File: config.mk
export PLATFORM = sky130hd
export DESIGN_NAME = pdm_audio_transmitter
export DESIGN_NICKNAME = d
export VERILOG_FILES = /design/src/rtl/pdm_audio_transmitter_pkg.sv /design/src/rtl/pdm_audio_transmitter_sample_fifo.sv /design/src/rtl/pdm_audio_transmitter.sv
export SDC_FILE = /design/constraint.sdc
export NUM_CORES = 1
export LEC_CHECK = 0
export CORE_MARGIN = 5
export CORE_UTILIZATION = 59
export DETAILED_ROUTE_END_ITERATION = 10
export MAX_ROUTING_LAYER = met4
export PLACE_DENSITY = 0.83
export SYNTH_ARGS = -nofsm -noshare
export SYNTH_HDL_FRONTEND = slang
export SYNTH_SLANG_ARGS = --single-unit
export TNS_END_PERCENT = 50
File: constraint.sdc
create_clock -name clk_in -period 2.9 [get_ports clk_in]
set_clock_uncertainty 0.1 [all_clocks]
set_input_delay 0.58 -clock clk_in [delete_from_list [all_inputs] [get_ports clk_in]]
set_output_delay 0.58 -clock clk_in [all_outputs]
set_load 0.1 [all_outputs]
File: src/rtl/pdm_audio_transmitter_pkg.sv
// Shared audio definitions for the PDM record/playback path.
package pdm_audio_transmitter_pkg;

    localparam int unsigned PDM_COUNT_PERIOD_DEF = 32;
    localparam int unsigned NUM_PDM_SAMPLES_DEF  = 256;
    localparam int unsigned SAMPLE_W             = 8;

    typedef logic signed [SAMPLE_W-1:0] audio_sample_t;

    // Two's complement to offset binary; the receiver's {~tally[7], tally[6:0]} undoes this.
    function automatic logic [SAMPLE_W-1:0] to_offset_binary(input audio_sample_t s);
        return {~s[SAMPLE_W-1], s[SAMPLE_W-2:0]};
    endfunction

endpackage

File: src/rtl/pdm_audio_transmitter_sample_fifo.sv
// Small synchronous FIFO with registered ready and occupancy; no write-through when full.
module pdm_audio_transmitter_sample_fifo #(
    parameter int unsigned DEPTH = 4,
    parameter int unsigned WIDTH = 8
) (
    input  logic                     clk_i,
    input  logic                     rst_i,
    input  logic                     push_i,
    input  logic [WIDTH-1:0]         wdata_i,
    output logic                     ready_o,
    input  logic                     pop_i,
    output logic [WIDTH-1:0]         rdata_c_o,
    output logic [$clog2(DEPTH):0]   count_o
);

    localparam int unsigned PTR_W = $clog2(DEPTH);
    localparam int unsigned CNT_W = PTR_W + 1;

    logic [WIDTH-1:0] mem_q [DEPTH];
    logic [PTR_W-1:0] wr_ptr_q, wr_ptr_d;
    logic [PTR_W-1:0] rd_ptr_q, rd_ptr_d;
    logic [CNT_W-1:0] count_q, count_d;
    logic             ready_q, ready_d;
    logic             do_push;
    logic             do_pop;

    assign do_push   = push_i && ready_q;
    assign do_pop    = pop_i && (count_q != '0);
    assign ready_o   = ready_q;
    assign count_o   = count_q;
    assign rdata_c_o = mem_q[rd_ptr_q];

    always_comb begin
        wr_ptr_d = wr_ptr_q;
        rd_ptr_d = rd_ptr_q;
        count_d  = count_q;
        if (do_push) begin
            wr_ptr_d = wr_ptr_q + PTR_W'(1);
        end
        if (do_pop) begin
            rd_ptr_d = rd_ptr_q + PTR_W'(1);
        end
        if (do_push && !do_pop) begin
            count_d = count_q + CNT_W'(1);
        end else if (!do_push && do_pop) begin
            count_d = count_q - CNT_W'(1);
        end
        ready_d = (count_d < CNT_W'(DEPTH));
    end

    always_ff @(posedge clk_i or posedge rst_i) begin
        if (rst_i) begin
            wr_ptr_q <= '0;
            rd_ptr_q <= '0;
            count_q  <= '0;
            ready_q  <= 1'b1;
        end else begin
            wr_ptr_q <= wr_ptr_d;
            rd_ptr_q <= rd_ptr_d;
            count_q  <= count_d;
            ready_q  <= ready_d;
        end
    end

    // Storage needs no reset: occupancy gates every read.
    always_ff @(posedge clk_i) begin
        if (do_push) begin
            mem_q[wr_ptr_q] <= wdata_i;
        end
    end

endmodule

File: src/rtl/pdm_audio_transmitter.sv
// Playback PDM transmitter: buffers 8-bit samples and re-expands each into a
// first-order sigma-delta 1-bit stream with a generated 50% duty bit clock.
module pdm_audio_transmitter
    import pdm_audio_transmitter_pkg::*;
#(
    parameter int unsigned PDM_COUNT_PERIOD = PDM_COUNT_PERIOD_DEF,
    parameter int unsigned NUM_PDM_SAMPLES  = NUM_PDM_SAMPLES_DEF,
    parameter int unsigned FIFO_DEPTH       = 4
) (
    input  logic                          clk_in,
    input  logic                          rst_in,
    input  logic                          enable_in,
    input  logic signed [SAMPLE_W-1:0]    sample_in,
    input  logic                          sample_valid_in,
    output logic                          sample_ready_out,
    output logic                          pdm_clk_out,
    output logic                          pdm_data_out,
    output logic                          sample_tick_out,
    output logic                          underrun_out,
    output logic [$clog2(FIFO_DEPTH):0]   fifo_count_out
);

    localparam int unsigned HALF      = PDM_COUNT_PERIOD / 2;
    localparam int unsigned CLK_CNT_W = $clog2(PDM_COUNT_PERIOD);
    localparam int unsigned BIT_CNT_W = $clog2(NUM_PDM_SAMPLES);
    localparam int unsigned CNT_W     = $clog2(FIFO_DEPTH) + 1;

    logic [CLK_CNT_W-1:0] clk_cnt_q, clk_cnt_d;
    logic [BIT_CNT_W-1:0] bit_cnt_q, bit_cnt_d;
    logic [SAMPLE_W-1:0]  acc_q, acc_d;
    audio_sample_t        cur_q, cur_d;
    logic                 pdm_clk_q, pdm_clk_d;
    logic                 pdm_data_q, pdm_data_d;
    logic                 tick_q, tick_d;
    logic                 underrun_q, underrun_d;

    logic                 step;
    logic                 last_bit;
    logic                 fifo_pop;
    logic [SAMPLE_W:0]    sum;
    logic [SAMPLE_W-1:0]  fifo_head;
    logic [CNT_W-1:0]     fifo_count;
    logic                 fifo_ready;

    pdm_audio_transmitter_sample_fifo #(
        .DEPTH (FIFO_DEPTH),
        .WIDTH (SAMPLE_W)
    ) u_sample_fifo (
        .clk_i     (clk_in),
        .rst_i     (rst_in),
        .push_i    (sample_valid_in),
        .wdata_i   (sample_in),
        .ready_o   (fifo_ready),
        .pop_i     (fifo_pop),
        .rdata_c_o (fifo_head),
        .count_o   (fifo_count)
    );

    // Bit step lands mid-period so data changes away from the amp's sampling edge.
    assign step     = enable_in && (clk_cnt_q == CLK_CNT_W'(HALF - 1));
    assign last_bit = (bit_cnt_q == BIT_CNT_W'(NUM_PDM_SAMPLES - 1));
    assign fifo_pop = step && last_bit && (fifo_count != '0);
    assign sum      = {1'b0, acc_q} + {1'b0, to_offset_binary(cur_q)};

    always_comb begin
        clk_cnt_d  = clk_cnt_q;
        bit_cnt_d  = bit_cnt_q;
        acc_d      = acc_q;
        cur_d      = cur_q;
        pdm_clk_d  = pdm_clk_q;
        pdm_data_d = pdm_data_q;
        tick_d     = 1'b0;
        underrun_d = underrun_q;
        if (!enable_in) begin
            clk_cnt_d  = '0;
            bit_cnt_d  = '0;
            acc_d      = '0;
            cur_d      = '0;
            pdm_clk_d  = 1'b0;
            pdm_data_d = 1'b0;
        end else begin
            clk_cnt_d = (clk_cnt_q == CLK_CNT_W'(PDM_COUNT_PERIOD - 1)) ? '0
                                                                        : clk_cnt_q + CLK_CNT_W'(1);
            pdm_clk_d = (clk_cnt_q < CLK_CNT_W'(HALF));
            if (step) begin
                acc_d      = sum[SAMPLE_W-1:0];
                pdm_data_d = sum[SAMPLE_W];
                bit_cnt_d  = bit_cnt_q + BIT_CNT_W'(1);
                // Sample boundary: next sample applies from the following step.
                if (last_bit) begin
                    if (fifo_count != '0) begin
                        cur_d  = audio_sample_t'(fifo_head);
                        tick_d = 1'b1;
                    end else begin
                        cur_d      = '0;
                        underrun_d = 1'b1;
                    end
                end
            end
        end
    end

    always_ff @(posedge clk_in or posedge rst_in) begin
        if (rst_in) begin
            clk_cnt_q  <= '0;
            bit_cnt_q  <= '0;
            acc_q      <= '0;
            cur_q      <= '0;
            pdm_clk_q  <= 1'b0;
            pdm_data_q <= 1'b0;
            tick_q     <= 1'b0;
            underrun_q <= 1'b0;
        end else begin
            clk_cnt_q  <= clk_cnt_d;
            bit_cnt_q  <= bit_cnt_d;
            acc_q      <= acc_d;
            cur_q      <= cur_d;
            pdm_clk_q  <= pdm_clk_d;
            pdm_data_q <= pdm_data_d;
            tick_q     <= tick_d;
            underrun_q <= underrun_d;
        end
    end

    assign sample_ready_out = fifo_ready;
    assign pdm_clk_out      = pdm_clk_q;
    assign pdm_data_out     = pdm_data_q;
    assign sample_tick_out  = tick_q;
    assign underrun_out     = underrun_q;
    assign fifo_count_out   = fifo_count;

endmodule
* Yosys cells after proc, flatten, opt, wreduce, memory -nomap -nowiden *
Memory sizes are Yosys's and may differ from the RTL's.
Cells that the tools add are included.

word-level totals
  register bits = 41
  memories kept = 1
  output and inout bits = 8
  RAM bits = 32

operators by class
  magnitude comparators = 2
  equality and inequality tests = 5
  reduce and logical (&&, ||, !) cells = 12
  bitwise operators = 2
  add/subtract/negate cells = 7
  mux-type cells = 21

memory list
  name                 depth  bits a word  read ports  clocked after Yosys merged registers in  wr ports  RTL line                                 text
  u_sample_fifo.mem_q  4      8            1           0                                        1         pdm_audio_transmitter_sample_fifo.sv:19  logic [WIDTH-1:0] mem_q [DEPTH];

operators with widths
  kind                                               number
  two-way mux 8 bit                                  8
  two-way mux 5 bit                                  2
  adder 8 x 8 -> 9 bit                               1
  two-way mux 1 bit                                  9
  adder 8 x 1 -> 8 bit, second input constant        1
  == test 8 bit, second input constant               1
  logical AND 1 bit                                  7
  two-way mux 3 bit                                  2
  adder 5 x 1 -> 5 bit, second input constant        1
  == test 5 x 4 -> 1 bit, second input constant      1
  == test 5 bit, second input constant               1
  less-than comparator 5 bit, second input constant  1
  adder 2 x 1 -> 2 bit, second input constant        2
  != test 2 x 1 -> 1 bit, second input constant      2
  AND reduction 4 bit                                1
  adder 3 x 1 -> 3 bit, second input constant        1
  less-than comparator 3 bit, second input constant  1
  nonzero test 3 bit                                 1
  subtractor 3 x 1 -> 3 bit, second input constant   1
  logical NOT 1 bit                                  2
  NOT 1 bit                                          2
  AND reduction 2 bit                                1

* Logic depth before layout (Yosys ltp) *
Gate-level depths: netlist of run 1.

  depth after elaboration = 9
  mapped depth = 13
  depth with buffers taken out = 12

* Cells and area by module *
A second synthesis of run 1 with hierarchy kept.

unflattened totals
  cells, all modules = 267
  area, all modules = 3534.6 um2

by module, submodules not included
  module                             instances  cells an instance  area an instance (um2)
  pdm_audio_transmitter              1          174                1864.3
  pdm_audio_transmitter_sample_fifo  1          93                 1670.4

* Worst setup path after synthesis of run 1 *
OpenSTA, ideal clock, no wires.

  path type = reg2reg
  start point = reg u_sample_fifo.count_q[0], in the netlist u_sample_fifo.count_o[0]
  end point = reg (tool-made name)
  required time = 2.637 ns
  path buffers = 1
  arrival time = 2.436 ns
  setup time = 0.163 ns
  clock period less this slack = 2.699 ns
  setup slack = 0.201 ns
  cell stages (with the launch flop) = 9
  cell sequence = dfrtp_1 inv_1 ha_1 nand2b_1 nand3_1 buf_2 ha_1 o31ai_1 o31ai_1

RTL lines
  what                    RTL line                                 text
  from (decl)             pdm_audio_transmitter_sample_fifo.sv:22  logic [CNT_W-1:0] count_q, count_d;
  from (signal assigned)  pdm_audio_transmitter_sample_fifo.sv:60  count_q <= count_d;

==> results.yml, run 1 <==
floorplanning:
  die_area_sq_mm: 0.00742
  die_h_microns: 86.1
  num_rows: 27
  initial_utilization_pct: 61.3
  pin_count: 20
  die_w_microns: 86.1
  design.core.area_sq_mm: 0.00557
route:
  dr.max_layer_used: "met4"
  met2_wirelength_microns: 2960
  drc: 0
  routed_wl_microns: 5860
  num_vias: 2101
  dr.pass1.iters: 4
  dr_wl_met3_microns: 247
  routedWlPerCell_microns: 16.1
  dr.first_iter.drc_count: 101
  drtAntennaViolNets: 0
  wl_met1_microns: 2580
  vias_per_cell: 5.79
run_status:
  status: "complete, no violations"
final_layout:
  drive_gt1_share_pct: 13.4
  multi_input_area_sq_mm: 0.00131
  diodes: 0
  ff_latch_area_sq_mm: 0.00199
  num-nets-final: 320
  area_growth_pct: 13.3
  nFillCells: 390
setup_path:
  path_cells: "ha_1 -> and3_1 -> ha_1 -> nand4_1 -> nor2_1 -> nand3_1 -> ha_1 -> nand2b_1 -> nor2_1 -> a21oi_1 -> o31ai_1"
  slowest_stage: "dfrtp_1"
  slowest_delay_ns: 0.37
  cp-end-kind: "register"
  worstSetupPathType: "register to register"
  cp.required_ns: 3.06
  cp_data_arrival_time_ns: 2.69
  cp_common_cell: "ha_1"
  startpoint_type: "register"
  critical_path.max_fanout: 5
logic_synthesis:
  synth_area_sq_mm: 0.00342
  synth_flop_cell: "dfrtp_1"
  async_reset_ff_share_pct: 56.2
  ys_types: 44
  synth_seq_cells: 73
  ys_seq_area_share_pct: 58.2
  syn_nets: 296
  synthCells: 262
  synth_edf_count: 32
  yosysWarnings: 0
  syn_area_per_cell_sq_um: 13.0
sta:
  setup_viol: 0
  hold_viol: 0
  period_needed_ns: 2.54
  fmax_mhz: 394
  post-route-period-util_pct: 87.4
  rsz0062_at_grt: "false"
  tns_ns: 0
  tightest_slew_ns: 0.596
  timing.slew.headroom_pct: 60.2
  final_max_slew_viol_count: 0
clock_tree:
  root_buffer: "clkbuf_8"
  clkLatencyLatePin_ns: 0.34
  ctsResizeCount: 0
  clock-sinks: 73
  postCtsSetupRepairBufs: 0
  cts_hold_buffers: 0
  h-tree-depth: 3
  clkTransAtPathRegs_ns: 0.08
  cts_tree: "built"
  numCtsBuffers: 9
  clock_path_buffers: 2
power:
  power_per_cell_area_mw_per_mm2: 688
  vdd_ir_drop_max_uv: 691
  power.static_leakage_nw: 1.70
  total_power_mw: 2.67
global_route:
  grt_pass1_wl_microns: 9840
  antenna_found_initial: 0
  grt_max_degree: 42
  grt_pass1_vias: 2053
  grt_use_total_pct: 17.9
  grt_overflow: 0
flow_run:
  drv_cap: 0
placed_design:
  dpl.hpwl_microns: 4050
  io_buffer_count: 19
  gp_congestion: 0.799
worst_hold_path:
  min_path_type: "register to register"
==> cell type report <==
type	instances	area share, %
Inverter	22	2.13
Multi-Input combinational cell	157	33.7
Clock inverter	7	2.10
Tap cell	72	2.33
Timing Repair Buffer	23	5.17
Clock buffer	9	3.20
Sequential cell	73	51.4
==> synth_stat cells, drive strengths merged (2+ instances only) <==
master | instances | share of area (%)
nand2 | 14 | 1.5
edfxtp | 32 | 28
a21oi | 3 | 0.44
clkbuf | 6 | 0.66
xnor2 | 9 | 2.3
o21bai | 2 | 0.44
o211ai | 2 | 0.44
buf | 4 | 0.59
and2 | 6 | 1.1
o21ai | 9 | 1.3
o2111a | 3 | 0.99
a211oi | 3 | 0.66
nand4 | 6 | 1.1
nand3 | 5 | 0.73
nor2b | 8 | 1.5
o2bb2ai | 8 | 2.0
nand4b | 2 | 0.51
mux2i | 3 | 0.88
o31ai | 2 | 0.44
a21boi | 2 | 0.44
o221ai | 2 | 0.51
ha | 21 | 7.7
dfrtp | 40 | 29
inv | 22 | 2.4
or3 | 4 | 0.88
nand2b | 3 | 0.55
nor2 | 10 | 1.1
mux4 | 8 | 5.3
nor4b | 2 | 0.51
xor2 | 3 | 0.77
and3 | 6 | 1.1
==> worst paths after layout <==
| check | startpoint | to | slack [ns] | depth (start not counted) |
|---|---|---|---|---|
| min in group asynchronous | rst_in | sample_tick_out | 0.56 | 3 |
| max | clk_cnt_q[0] | register | 0.36 | 11 |
| min reg2reg | clk_cnt_q[0] | clk_cnt_q[0] | 0.36 | 1 |
| max reg2reg | clk_cnt_q[0] | register | 0.36 | 11 |
| min | clk_cnt_q[0] | clk_cnt_q[0] | 0.36 | 1 |
| max in group asynchronous | rst_in | u_sample_fifo.ready_o | 1.76 | 3 |
==> layout by cell type, fill, tap and decap left out, drive strengths merged, types with 8 or more instances in the layout <==
cell	instances
edfxtp	32
dfrtp	40
clkdlybuf4s50	11
o2bb2ai	8
mux4	8
buf	12
xnor2	9
o21ai	9
nand2	14
nor2	10
inv	22
ha	21
clkbuf	9
nor2b	8
==> logic make-up after synthesis <==
kind of cell | after synthesis | synth area share (%)
flip-flops | 73 | 58.2
AND/OR/NAND/NOR | 68 | 11.0
AO/OA/AOI/OAI | 44 | 9.66
buffers and inverters | 32 | 3.66
adder cells (fa/ha/maj) | 22 | 8.27
XOR/XNOR | 12 | 3.07
multiplexers | 11 | 6.15
==> critical path, delay by kind of cell, from the launching register on <==
kind                     cells  cell delay [ns]
AO/OA/AOI/OAI                2             0.26
adder cells (fa/ha/maj)      3             0.64
flip-flops                   1             0.37
AND/OR/NAND/NOR              6             1.06
==> routing by layer <==
layer | GRT usage, % | up-vias
li1 | - | 1006
met1 | 22.8 | 1045
met2 | 28.0 | 42
met3 | 4.61 | 8
met4 | 6.04 | 0
met5 | - | -
==> report_power, final <==
group,switching [mW],total (mW),internal (mW)
clock,0.397,0.801,0.404
combinational,0.402,0.559,0.158
sequential,0.0707,1.31,1.23
==> state kept, by name (all words and copies together), names as in the netlist, 2 cells and up, named ones only <==
| register | flops |
|---|---|
| u_sample_fifo.mem_q | 32 |
| bit_cnt_q | 8 |
| cur_q | 8 |
| u_sample_fifo.wr_ptr_q | 2 |
| acc_q | 8 |
| clk_cnt_q | 5 |
| u_sample_fifo.count_o | 2 |
| u_sample_fifo.rd_ptr_q | 2 |
==> through the flow <==
stage | setup slack (ns) | utilization [%] | hold WS, ns | cell area [sq um] | cells
floorplan | 0.201 | - | 0.331 | 3420 | 262
detailed placement | 0.403 | 65.8 | 0.352 | 3670 | 347
finish | 0.365 | 69.5 | 0.359 | 3870 | 363
global placement | 0.572 | 65.8 | 0.344 | 3670 | 347
CTS | 0.373 | 69.5 | 0.363 | 3870 | 363
global route | 0.142 | 69.5 | 0.373 | 3870 | 363
Power figures use the tool's default switching activity.
==> inputs of run 2 (changes only) <==
--- a/config.mk
+++ b/config.mk
@@ -6,4 +6,5 @@
 export NUM_CORES = 1
 export LEC_CHECK = 0
+export CAP_MARGIN = 40
 export CORE_MARGIN = 5
 export CORE_UTILIZATION = 59
@@ -11,4 +12,5 @@
 export MAX_ROUTING_LAYER = met4
 export PLACE_DENSITY = 0.83
+export SKIP_LAST_GASP = 1
 export SYNTH_ARGS = -nofsm -noshare
 export SYNTH_HDL_FRONTEND = slang
--- a/constraint.sdc
+++ b/constraint.sdc
@@ -3,3 +3,3 @@
 set_input_delay 0.58 -clock clk_in [delete_from_list [all_inputs] [get_ports clk_in]]
 set_output_delay 0.58 -clock clk_in [all_outputs]
-set_load 0.1 [all_outputs]
+set_load 0.05 [all_outputs]
==> results.yml, run 2 (synthesized netlist as in run 1, its figures left out) <==
run_status:
  status: "complete, no violations"
final_layout:
  fin_util_pct: 70.5
  drive_gt1_share_pct: 10.3
  layout_common_cells: "40 x dfrtp_1, 32 x edfxtp_1, 22 x inv_1"
  final_common_cell: "dfrtp_1"
  diodes: 0
  area_growth_pct: 14.9
  top_register: "u_sample_fifo.mem_q"
  largest_reg_flops: 32
  num-nets-final: 320
global_route:
  grt_overflow: 0
  grt_pass1_wl_microns: 10500
  grt_pass1_vias: 2173
  grt_max_degree: 42
  grt_use_total_pct: 19.0
  antenna_found_initial: 0
floorplanning:
  initial_utilization_pct: 61.3
  die_h_microns: 86.1
  pin_count: 20
  num_rows: 27
  die_area_sq_mm: 0.00742
  design.core.area_sq_mm: 0.00557
  die_w_microns: 86.1
power:
  total_power_mw: 2.74
  power.static_leakage_nw: 1.70
  vdd_ir_drop_max_uv: 664
  power_per_cell_area_mw_per_mm2: 698
sta:
  fmax_mhz: 396
  hold_viol: 0
  tightest_slew_ns: 0.609
  fin_ws_ns: 0.374
  final_max_slew_viol_count: 0
  rsz0062_at_grt: "false"
  setup_viol: 0
  timing.slew.headroom_pct: 59.4
  post-route-period-util_pct: 87.1
  tns_ns: 0
  period_needed_ns: 2.53
  holdWs_ns: 0.359
clock_tree:
  clock_path_buffers: 2
  ctsResizeCount: 0
  h-tree-depth: 3
  postCtsSetupRepairBufs: 0
  cts_tree: "built"
  clock-sinks: 73
  numCtsBuffers: 9
  cts_hold_buffers: 0
  root_buffer: "clkbuf_8"
  clkLatencyLatePin_ns: 0.34
  clkTransAtPathRegs_ns: 0.08
placed_design:
  io_buffer_count: 19
  place_ws_ns: 0.423
  gp_congestion: 0.791
  dpl.hpwl_microns: 3960
route:
  num_vias: 2075
  routed_wl_microns: 6000
  drc: 0
  vias_per_cell: 5.72
  routedWlPerCell_microns: 16.5
  dr.pass1.iters: 4
  drtAntennaViolNets: 0
  dr.first_iter.drc_count: 124
setup_path:
  startpoint_type: "register"
  cp-end-kind: "register"
  cp_data_arrival_time_ns: 2.68
  worstSetupPathType: "register to register"
  cp.required_ns: 3.05
  critical_path.max_fanout: 5
worst_hold_path:
  min_path_type: "register to register"
flow_run:
  drv_cap: 0
-- run 2: changes by cell type in the layout (fill, tap and decap cells not counted) --
| cell | before | now |
|---|---|---|
| clkinv_1 | 0 | 1 |
| clkinv_4 | 5 | 2 |
| clkdlybuf4s50_1 | 11 | 19 |
| buf_4 | 12 | 4 |
| bufinv_16 | 1 | 3 |
-- run 2: critical path, stage by stage (launching register included) --
cell      delay, ns
dfrtp_1        0.37
ha_1           0.18
and3_1         0.19
ha_1           0.17
nand4_1        0.09
nor2_1         0.26
nand3_1        0.21
ha_1           0.29
nand2b_1       0.20
nor2_1         0.11
a21oi_1        0.07
o31ai_1        0.20
-- run 2: metal layers --
metal | vias to the layer above | part of all wire (%) | global-route usage [%]
met5 | - | 0 | -
met4 | 0 | 1.1 | 6.47
met3 | 6 | 3.5 | 4.71
met2 | 31 | 52 | 30.6
met1 | 1037 | 44 | 23.7
li1 | 1001 | - | -
-- run 2: final timing paths --
path | to | depth (start not counted) | startpoint | slack, ns
worst max-delay path | register | 11 | clk_cnt_q[0] | 0.37
worst min-delay path | clk_cnt_q[0] | 1 | clk_cnt_q[0] | 0.36
worst max register to register | register | 11 | clk_cnt_q[0] | 0.37
worst min register to register | clk_cnt_q[0] | 1 | clk_cnt_q[0] | 0.36
max in group asynchronous | u_sample_fifo.ready_o | 3 | rst_in | 1.76
min in group asynchronous | clk_cnt_q[1] | 3 | rst_in | 0.56
-- run 2: power breakdown --
group	switching, mW	internal, mW
registers	0.0671	1.23
logic	0.305	0.170
clock network	0.395	0.571
total	0.768	1.98
-- run 2: layout make-up --
| class | instances | area (sq um) |
|---|---|---|
| Tap cell | 72 | 90.1 |
| Inverter | 22 | 82.6 |
| Clock inverter | 7 | 119 |
| Timing Repair Buffer | 23 | 220 |
| Clock buffer | 9 | 124 |
| Fill cell | 382 | 1650 |
| Multi-Input combinational cell | 157 | 1310 |
| Sequential cell | 73 | 1990 |
-- run 2: stage by stage --
stage / instance area (sq um) / cells
4_1_cts: 3930 / 363
5_1_grt: 3930 / 363
3_3_place_gp: 3690 / 347
3_5_place_dp: 3690 / 347
2_1_floorplan: 3420 / 262
6_report: 3930 / 363
